==> config.mk <==
export PLATFORM = sky130hd
export DESIGN_NAME = rsa_stream_loader_flat
export DESIGN_NICKNAME = d
export VERILOG_FILES = /design/src/rtl/rsa_stream_loader_if.sv /design/src/rtl/rsa_stream_loader.sv /design/src/flat_wrapper.sv
export SDC_FILE = /design/constraint.sdc
export NUM_CORES = 1
export LEC_CHECK = 0
export CORE_ASPECT_RATIO = 0.9
export CORE_MARGIN = 10
export CORE_UTILIZATION = 57
export DETAILED_ROUTE_END_ITERATION = 16
export PLACE_DENSITY = 0.86
export SLEW_MARGIN = 40
export SYNTH_ARGS = -nofsm -noshare
export SYNTH_HDL_FRONTEND = slang
export SYNTH_SLANG_ARGS = --single-unit
==> constraint.sdc <==
create_clock -name clk -period 5.4 [get_ports clk]
set_clock_uncertainty 0.05 [all_clocks]
set_input_delay 0.54 -clock clk [delete_from_list [all_inputs] [get_ports clk]]
set_output_delay 0.54 -clock clk [all_outputs]
set_load 0.01 [all_outputs]
==> src/rtl/rsa_stream_loader_if.sv <==
// Byte-stream ports of rsa_stream_loader: block input (s_*) and result output (m_*).
interface rsa_stream_loader_if;
    logic       s_valid;
    logic       s_ready;
    logic [7:0] s_data;
    logic       m_valid;
    logic       m_ready;
    logic [7:0] m_data;
    logic       m_last;

    // master: environment that feeds input bytes and sinks result bytes
    modport master (output s_valid, s_data, m_ready, input s_ready, m_valid, m_data, m_last);
    // slave: the loader itself
    modport slave  (input s_valid, s_data, m_ready, output s_ready, m_valid, m_data, m_last);
endinterface

==> src/rtl/rsa_stream_loader.sv <==
// Byte-stream front end for the RSA core: assembles a 16-byte block, runs the core, streams the result.
// Optional RUN watchdog enabled by defining RSA_LOADER_TIMEOUT_EN.
module rsa_stream_loader #(
    parameter int unsigned START_CYCLES   = 1,
    parameter logic [31:0] TIMEOUT_CYCLES = 32'd1048576
) (
    input  logic                 clk,
    input  logic                 rst_n,
    rsa_stream_loader_if.slave   io,
    input  logic [1:0]           mode,
    output logic                 busy,
    output logic                 err,
    output logic                 core_new,
    output logic [255:0]         core_in,
    output logic [1:0]           core_ed,
    input  logic [1:0]           core_done,
    input  logic [255:0]         core_out
);

    localparam int unsigned BLK_BYTES = 16;
    localparam int unsigned ENC_BYTES = 32;
    localparam int unsigned DEC_BYTES = 16;
    localparam int unsigned CNT_W     = 6;
    localparam logic [1:0]  MODE_ENC  = 2'b10;
    localparam logic [1:0]  MODE_DEC  = 2'b01;

    typedef enum logic [2:0] {IDLE, LOAD, START, RUN, DRAIN} state_t;

    state_t             state_q, state_d;
    logic [127:0]       blk_q, blk_d;
    logic [3:0]         byte_cnt_q, byte_cnt_d;
    logic [CNT_W-1:0]   drain_cnt_q, drain_cnt_d;
    logic [31:0]        start_cnt_q, start_cnt_d;
    logic [255:0]       shift_q, shift_d;
    logic [255:0]       core_in_q, core_in_d;
    logic [1:0]         core_ed_q, core_ed_d;
    logic               core_new_q, core_new_d;
    logic               err_q, err_d;
    logic               busy_q, busy_d;
    logic               s_ready_q, s_ready_d;
    logic               m_valid_q, m_valid_d;
    logic               m_last_q, m_last_d;
`ifdef RSA_LOADER_TIMEOUT_EN
    logic [31:0]        tmo_q, tmo_d;
`endif

    logic s_hs;
    logic m_hs;
    logic is_enc;

    assign s_hs   = io.s_valid & s_ready_q;
    assign m_hs   = m_valid_q & io.m_ready;
    assign is_enc = (core_ed_q == MODE_ENC);

    // State and registered outputs
    always_ff @(posedge clk or negedge rst_n) begin
        if (!rst_n) begin
            state_q     <= IDLE;
            blk_q       <= '0;
            byte_cnt_q  <= '0;
            drain_cnt_q <= '0;
            start_cnt_q <= '0;
            shift_q     <= '0;
            core_in_q   <= '0;
            core_ed_q   <= '0;
            core_new_q  <= 1'b1;
            err_q       <= 1'b0;
            busy_q      <= 1'b0;
            s_ready_q   <= 1'b1;
            m_valid_q   <= 1'b0;
            m_last_q    <= 1'b0;
`ifdef RSA_LOADER_TIMEOUT_EN
            tmo_q       <= '0;
`endif
        end else begin
            state_q     <= state_d;
            blk_q       <= blk_d;
            byte_cnt_q  <= byte_cnt_d;
            drain_cnt_q <= drain_cnt_d;
            start_cnt_q <= start_cnt_d;
            shift_q     <= shift_d;
            core_in_q   <= core_in_d;
            core_ed_q   <= core_ed_d;
            core_new_q  <= core_new_d;
            err_q       <= err_d;
            busy_q      <= busy_d;
            s_ready_q   <= s_ready_d;
            m_valid_q   <= m_valid_d;
            m_last_q    <= m_last_d;
`ifdef RSA_LOADER_TIMEOUT_EN
            tmo_q       <= tmo_d;
`endif
        end
    end

    // Next-state and next-output logic
    always_comb begin
        state_d     = state_q;
        blk_d       = blk_q;
        byte_cnt_d  = byte_cnt_q;
        drain_cnt_d = drain_cnt_q;
        start_cnt_d = start_cnt_q;
        shift_d     = shift_q;
        core_in_d   = core_in_q;
        core_ed_d   = core_ed_q;
        core_new_d  = core_new_q;
        err_d       = 1'b0;
        s_ready_d   = s_ready_q;
        m_valid_d   = m_valid_q;
        m_last_d    = m_last_q;
`ifdef RSA_LOADER_TIMEOUT_EN
        tmo_d       = tmo_q;
`endif

        unique case (state_q)
            IDLE: begin
                if (s_hs) begin
                    core_ed_d = mode;
                    if (mode == MODE_ENC || mode == MODE_DEC) begin
                        blk_d[7:0] = io.s_data;
                        byte_cnt_d = 4'd1;
                        state_d    = LOAD;
                    end else begin
                        err_d = 1'b1;
                    end
                end
            end
            LOAD: begin
                if (s_hs) begin
                    blk_d[{byte_cnt_q, 3'b000} +: 8] = io.s_data;
                    byte_cnt_d = byte_cnt_q + 4'd1;
                    if (byte_cnt_q == 4'(BLK_BYTES - 1)) begin
                        // Encrypt spreads the block over two 128-bit halves, decrypt packs it low
                        core_in_d   = is_enc ? {64'b0, blk_d[127:64], 64'b0, blk_d[63:0]}
                                             : {128'b0, blk_d};
                        s_ready_d   = 1'b0;
                        start_cnt_d = '0;
                        state_d     = START;
                    end
                end
            end
            START: begin
                core_new_d = 1'b1;
                if (start_cnt_q == 32'(START_CYCLES - 1)) begin
                    core_new_d = 1'b0;
                    state_d    = RUN;
`ifdef RSA_LOADER_TIMEOUT_EN
                    tmo_d      = '0;
`endif
                end else begin
                    start_cnt_d = start_cnt_q + 32'd1;
                end
            end
            RUN: begin
                if (core_done == core_ed_q) begin
                    shift_d     = is_enc ? core_out : {128'b0, core_out[127:0]};
                    drain_cnt_d = is_enc ? CNT_W'(ENC_BYTES) : CNT_W'(DEC_BYTES);
                    m_valid_d   = 1'b1;
                    m_last_d    = 1'b0;
                    core_new_d  = 1'b1;
                    state_d     = DRAIN;
                end else if (core_done != 2'b00) begin
                    err_d      = 1'b1;
                    core_new_d = 1'b1;
                    s_ready_d  = 1'b1;
                    state_d    = IDLE;
                end
`ifdef RSA_LOADER_TIMEOUT_EN
                else if (tmo_q == TIMEOUT_CYCLES - 32'd1) begin
                    err_d      = 1'b1;
                    core_new_d = 1'b1;
                    s_ready_d  = 1'b1;
                    state_d    = IDLE;
                end else begin
                    tmo_d = tmo_q + 32'd1;
                end
`endif
            end
            DRAIN: begin
                if (m_hs) begin
                    if (drain_cnt_q == CNT_W'(1)) begin
                        m_valid_d   = 1'b0;
                        m_last_d    = 1'b0;
                        drain_cnt_d = '0;
                        s_ready_d   = 1'b1;
                        state_d     = IDLE;
                    end else begin
                        shift_d     = shift_q >> 8;
                        drain_cnt_d = drain_cnt_q - CNT_W'(1);
                        m_last_d    = (drain_cnt_q == CNT_W'(2));
                    end
                end
            end
            default: begin
                state_d = IDLE;
            end
        endcase

        busy_d = (state_d != IDLE);
    end

    assign io.s_ready = s_ready_q;
    assign io.m_valid = m_valid_q;
    assign io.m_data  = shift_q[7:0];
    assign io.m_last  = m_last_q;
    assign busy       = busy_q;
    assign err        = err_q;
    assign core_new   = core_new_q;
    assign core_in    = core_in_q;
    assign core_ed    = core_ed_q;

endmodule

==> src/flat_wrapper.sv <==
// flat-port wrapper written by rule: the top's interface ports become plain ports
module rsa_stream_loader_flat 
#(
    parameter int unsigned START_CYCLES   = 1,
    parameter logic [31:0] TIMEOUT_CYCLES = 32'd1048576
)
  (clk, rst_n, mode, busy, err, core_new, core_in, core_ed, core_done, core_out, io_s_valid, io_s_data, io_m_ready, io_s_ready, io_m_valid, io_m_data, io_m_last);
  rsa_stream_loader_if io_i ();
  input  logic clk;
  input  logic rst_n;
  input  logic [1:0] mode;
  output logic busy;
  output logic err;
  output logic core_new;
  output logic [255:0] core_in;
  output logic [1:0] core_ed;
  input  logic [1:0] core_done;
  input  logic [255:0] core_out;
  input wire logic [$bits(io_i.s_valid)-1:0] io_s_valid;
  input wire logic [$bits(io_i.s_data)-1:0] io_s_data;
  input wire logic [$bits(io_i.m_ready)-1:0] io_m_ready;
  output wire logic [$bits(io_i.s_ready)-1:0] io_s_ready;
  output wire logic [$bits(io_i.m_valid)-1:0] io_m_valid;
  output wire logic [$bits(io_i.m_data)-1:0] io_m_data;
  output wire logic [$bits(io_i.m_last)-1:0] io_m_last;
  assign io_i.s_valid = io_s_valid;
  assign io_i.s_data = io_s_data;
  assign io_i.m_ready = io_m_ready;
  assign io_s_ready = io_i.s_ready;
  assign io_m_valid = io_i.m_valid;
  assign io_m_data = io_i.m_data;
  assign io_m_last = io_i.m_last;
  rsa_stream_loader #(.START_CYCLES(START_CYCLES), .TIMEOUT_CYCLES(TIMEOUT_CYCLES)) u_core (.clk(clk), .rst_n(rst_n), .io(io_i), .mode(mode), .busy(busy), .err(err), .core_new(core_new), .core_in(core_in), .core_ed(core_ed), .core_done(core_done), .core_out(core_out));
endmodule
==> impl_metrics.env <==
export IMPL_cts_setup_buffers=0
export IMPL_synth_cells=2817
export IMPL_finalCriticalPeriod_ps=3790
export IMPL_post_route_period_util_pct=70.1
export IMPL_synth_edf_count=0
export IMPL_reg2reg_depth=6
export IMPL_cts_tree="yes"
export IMPL_layout_commonest_cell="dfrtp_1"
export IMPL_slew_headroom_pct=40.3
export IMPL_die_area_mm2=0.0592
export IMPL_clock_path_buffers=3
export IMPL_final_nets=3469
export IMPL_cp_max_fo=22
export IMPL_insertion_delay_ps=630
export IMPL_critPathKind="reg2reg"
export IMPL_holdBufCountCts=1
export IMPL_cp_slowest_stage_delay_ps=760
export IMPL_p_seq_share_pct=44.2
export IMPL_drc=0
export IMPL_finalPower_w=0.0148
export IMPL_yosys_warnings=0
export IMPL_p_comb_share_pct=26.7
export IMPL_rows=77
export IMPL_cp_required_ps=5860
export IMPL_grt_antenna_before_repair=15
export IMPL_initial_core_util_pct=57.8
export IMPL_die_x_um=255
export IMPL_cts_made_buffers=61
export IMPL_startpoint_type="flop"
export IMPL_fill_cells=3300
export IMPL_p_int_w=0.0101
export IMPL_maxCapViolations=0
export IMPL_final_core_util_pct=71.8
export IMPL_grt_pass1_vias=23116
export IMPL_ant_nets=0
export IMPL_vias=22697
export IMPL_hpwl_mm=58.7
export IMPL_io_pins=544
export IMPL_setup_viol=0
export IMPL_p_switching_w=0.00473
export IMPL_port_buffers=479
export IMPL_cts_max_level=2
export IMPL_synthArstFlopShare_pct=100
export IMPL_vias_per_cell=5.79
export IMPL_ys_top_cells_by_area="dfrtp_1 (55%), mux2i_1 (8.5%), o21ai_0 (7.8%), nand2_1 (7.4%), mux2_2 (3.9%)"
export IMPL_drv_slew=0
export IMPL_wl_per_cell_um=21.2
export IMPL_drt_iter0_markers=2194
export IMPL_cts_clk_slew_worst_paths_ps=60
export IMPL_die_y_um=232
export IMPL_cp_cell_sequence="inv_1 > ha_1 > nor2_1 > nand4_1 > a21oi_2 > mux2_2"
export IMPL_p_per_area_mw_per_mm2=420
export IMPL_synthFlopType="dfrtp_1"
export IMPL_grtUsageTotal_pct=27.1
export IMPL_ys_seq_area_share_pct=55.4
export IMPL_fmax_mhz=264
export IMPL_cts_resized=0
export IMPL_arrival_ps=4240
export IMPL_core_mm2=0.0492
export IMPL_syn_to_final_growth_pct=24.3
export IMPL_netlist_area_mm2=0.0284
export IMPL_synth_top_cell_by_area="dfrtp_1"
export IMPL_firstDrtPassIters=8
export IMPL_cts_sinks=629
export IMPL_leakagePower_nw=17.1
export IMPL_finalHoldViolCount=0
export IMPL_grt_max_degree=177
export IMPL_rsz0062_at_grt="false"
export IMPL_p_sw_share_pct=31.9
export IMPL_layout_drive_gt1_share_pct=7.85
export IMPL_cp_end_kind="flop"
export IMPL_cts_root_buf="clkbuf_16"
export IMPL_clock_power_share_pct=29.0
export IMPL_wirelength_mm=83.1
export IMPL_syn_avg_cell_area_um2=10.1
export IMPL_critical_path_slowest_cell="dfrtp_1"
export IMPL_gp_congestion=0.910
export IMPL_fin_tns_setup_ps=0
export IMPL_status="complete, no violations"
export IMPL_hp_class="in2async"
export IMPL_ys_types=53
export IMPL_grt_overflow=0
export IMPL_layout_common_cells="dfrtp_1 (627), nand2_1 (558), clkdlybuf4s50_1 (472)"
export IMPL_post_synth_top_area_fraction_pct=55.2
export IMPL_worstMarginPinSlew_ps=896
export IMPL_ys_ff_latch=629
export IMPL_grt_pass1_wl_mm=130
export IMPL_vdd_drop_max_uv=305
cell families (layout without fill, tap and decap cells):
| logic type | count (synthesis) | after routing | synth area share (%) |
|---|---|---|---|
| other cells | 1 | 75 | 0.0132 |
| xor+xnor | 15 | 15 | 0.462 |
| fa+ha+maj | 9 | 9 | 0.396 |
| buf+inv | 283 | 638 | 5.37 |
| mux | 340 | 340 | 12.4 |
| flops | 629 | 629 | 55.4 |
| compound gates | 665 | 665 | 11.9 |
| simple gates | 875 | 875 | 14.1 |
registers in the layout, summed over array words and instances (netlist names), 2 cells and up:
signal / cells
u_core.byte_cnt_q: 4
u_core.drain_cnt_q: 6
u_core.blk_q: 128
u_core.core_ed: 2
u_core.core_in: 192
u_core.state_q: 3
u_core.start_cnt_q: 32
u_core.shift_q: 256
routing by layer:
| layer | share of wire (%) | global-route usage [%] | vias up | wire length, µm |
|---|---|---|---|---|
| met4 | 3.9 | 12.5 | 6 | 3230 |
| met3 | 7.5 | 5.95 | 176 | 6200 |
| met5 | 0.048 | 0 | - | 40 |
| li1 | - | - | 10334 | - |
| met2 | 49 | 45.0 | 973 | 41100 |
| met1 | 39 | 33.6 | 11208 | 32500 |
power groups by stage:
stage	registers [W]	clock network, W	logic, W
2_1_floorplan	0.00645	0	0.00225
3_3_place_gp	0.00652	0	0.00373
3_5_place_dp	0.00660	0	0.00392
4_1_cts	0.00653	0.00435	0.00395
5_1_grt	0.00667	0.00456	0.00435
6_report	0.00656	0.00431	0.00397
final timing paths:
path	startpoint	end	slack [ps]
hold / removal	rst_n	u_core.shift_q[171]	410
setup reg to reg	u_core.byte_cnt_q[0]	u_core.blk_q[6]	1610
min in group clk	core_out[250]	u_core.shift_q[250]	410
setup / recovery	u_core.byte_cnt_q[0]	u_core.blk_q[6]	1610
max in group asynchronous	rst_n	u_core.core_in[144]	3510
hold reg to reg	u_core.shift_q[94]	u_core.shift_q[94]	430
stage by stage:
step	hold slack, ps	setup slack (ps)	area, µm²	cells
after global routing	411	1330	35300	3917
final	406	1610	35300	3917
after CTS	383	1700	35300	3905
after global placement	406	1700	33200	3791
after detailed placement	419	1690	33300	3794
after floorplan	194	2430	28700	2880
synthesized netlist by cell type (all sizes together), types with 18 or more instances:
library cell,number
nand2,560
and3,137
nand3,27
and2,18
nor2,33
o21ai,501
a21oi,148
mux2i,242
or3,20
mux2,98
dfrtp,627
clkbuf,149
buf,118
area by class of cell:
class                      count  area (µm²)  share of cell area [%]
sequential                   629       15700                    44.5
clock inverter                19         250                   0.708
multi-input combinational   1968       11500                    32.4
inverter                      16        60.1                   0.170
clock buffer                  91        1760                    4.98
antenna                       11        27.5                  0.0779
tap                          671         840                    2.38
timing repair buffer         512        5200                    14.7
critical path: cells and delay by family (launching register included):
kind,cells,cell delay (ps)
AO/OA/AOI/OAI,1,700
AND/OR/NAND/NOR,2,1140
flip-flops,1,760
buffers and inverters,1,120
multiplexers,1,400
adder cells (fa/ha/maj),1,500
Note: power is estimated with default switching activity, not from simulation.
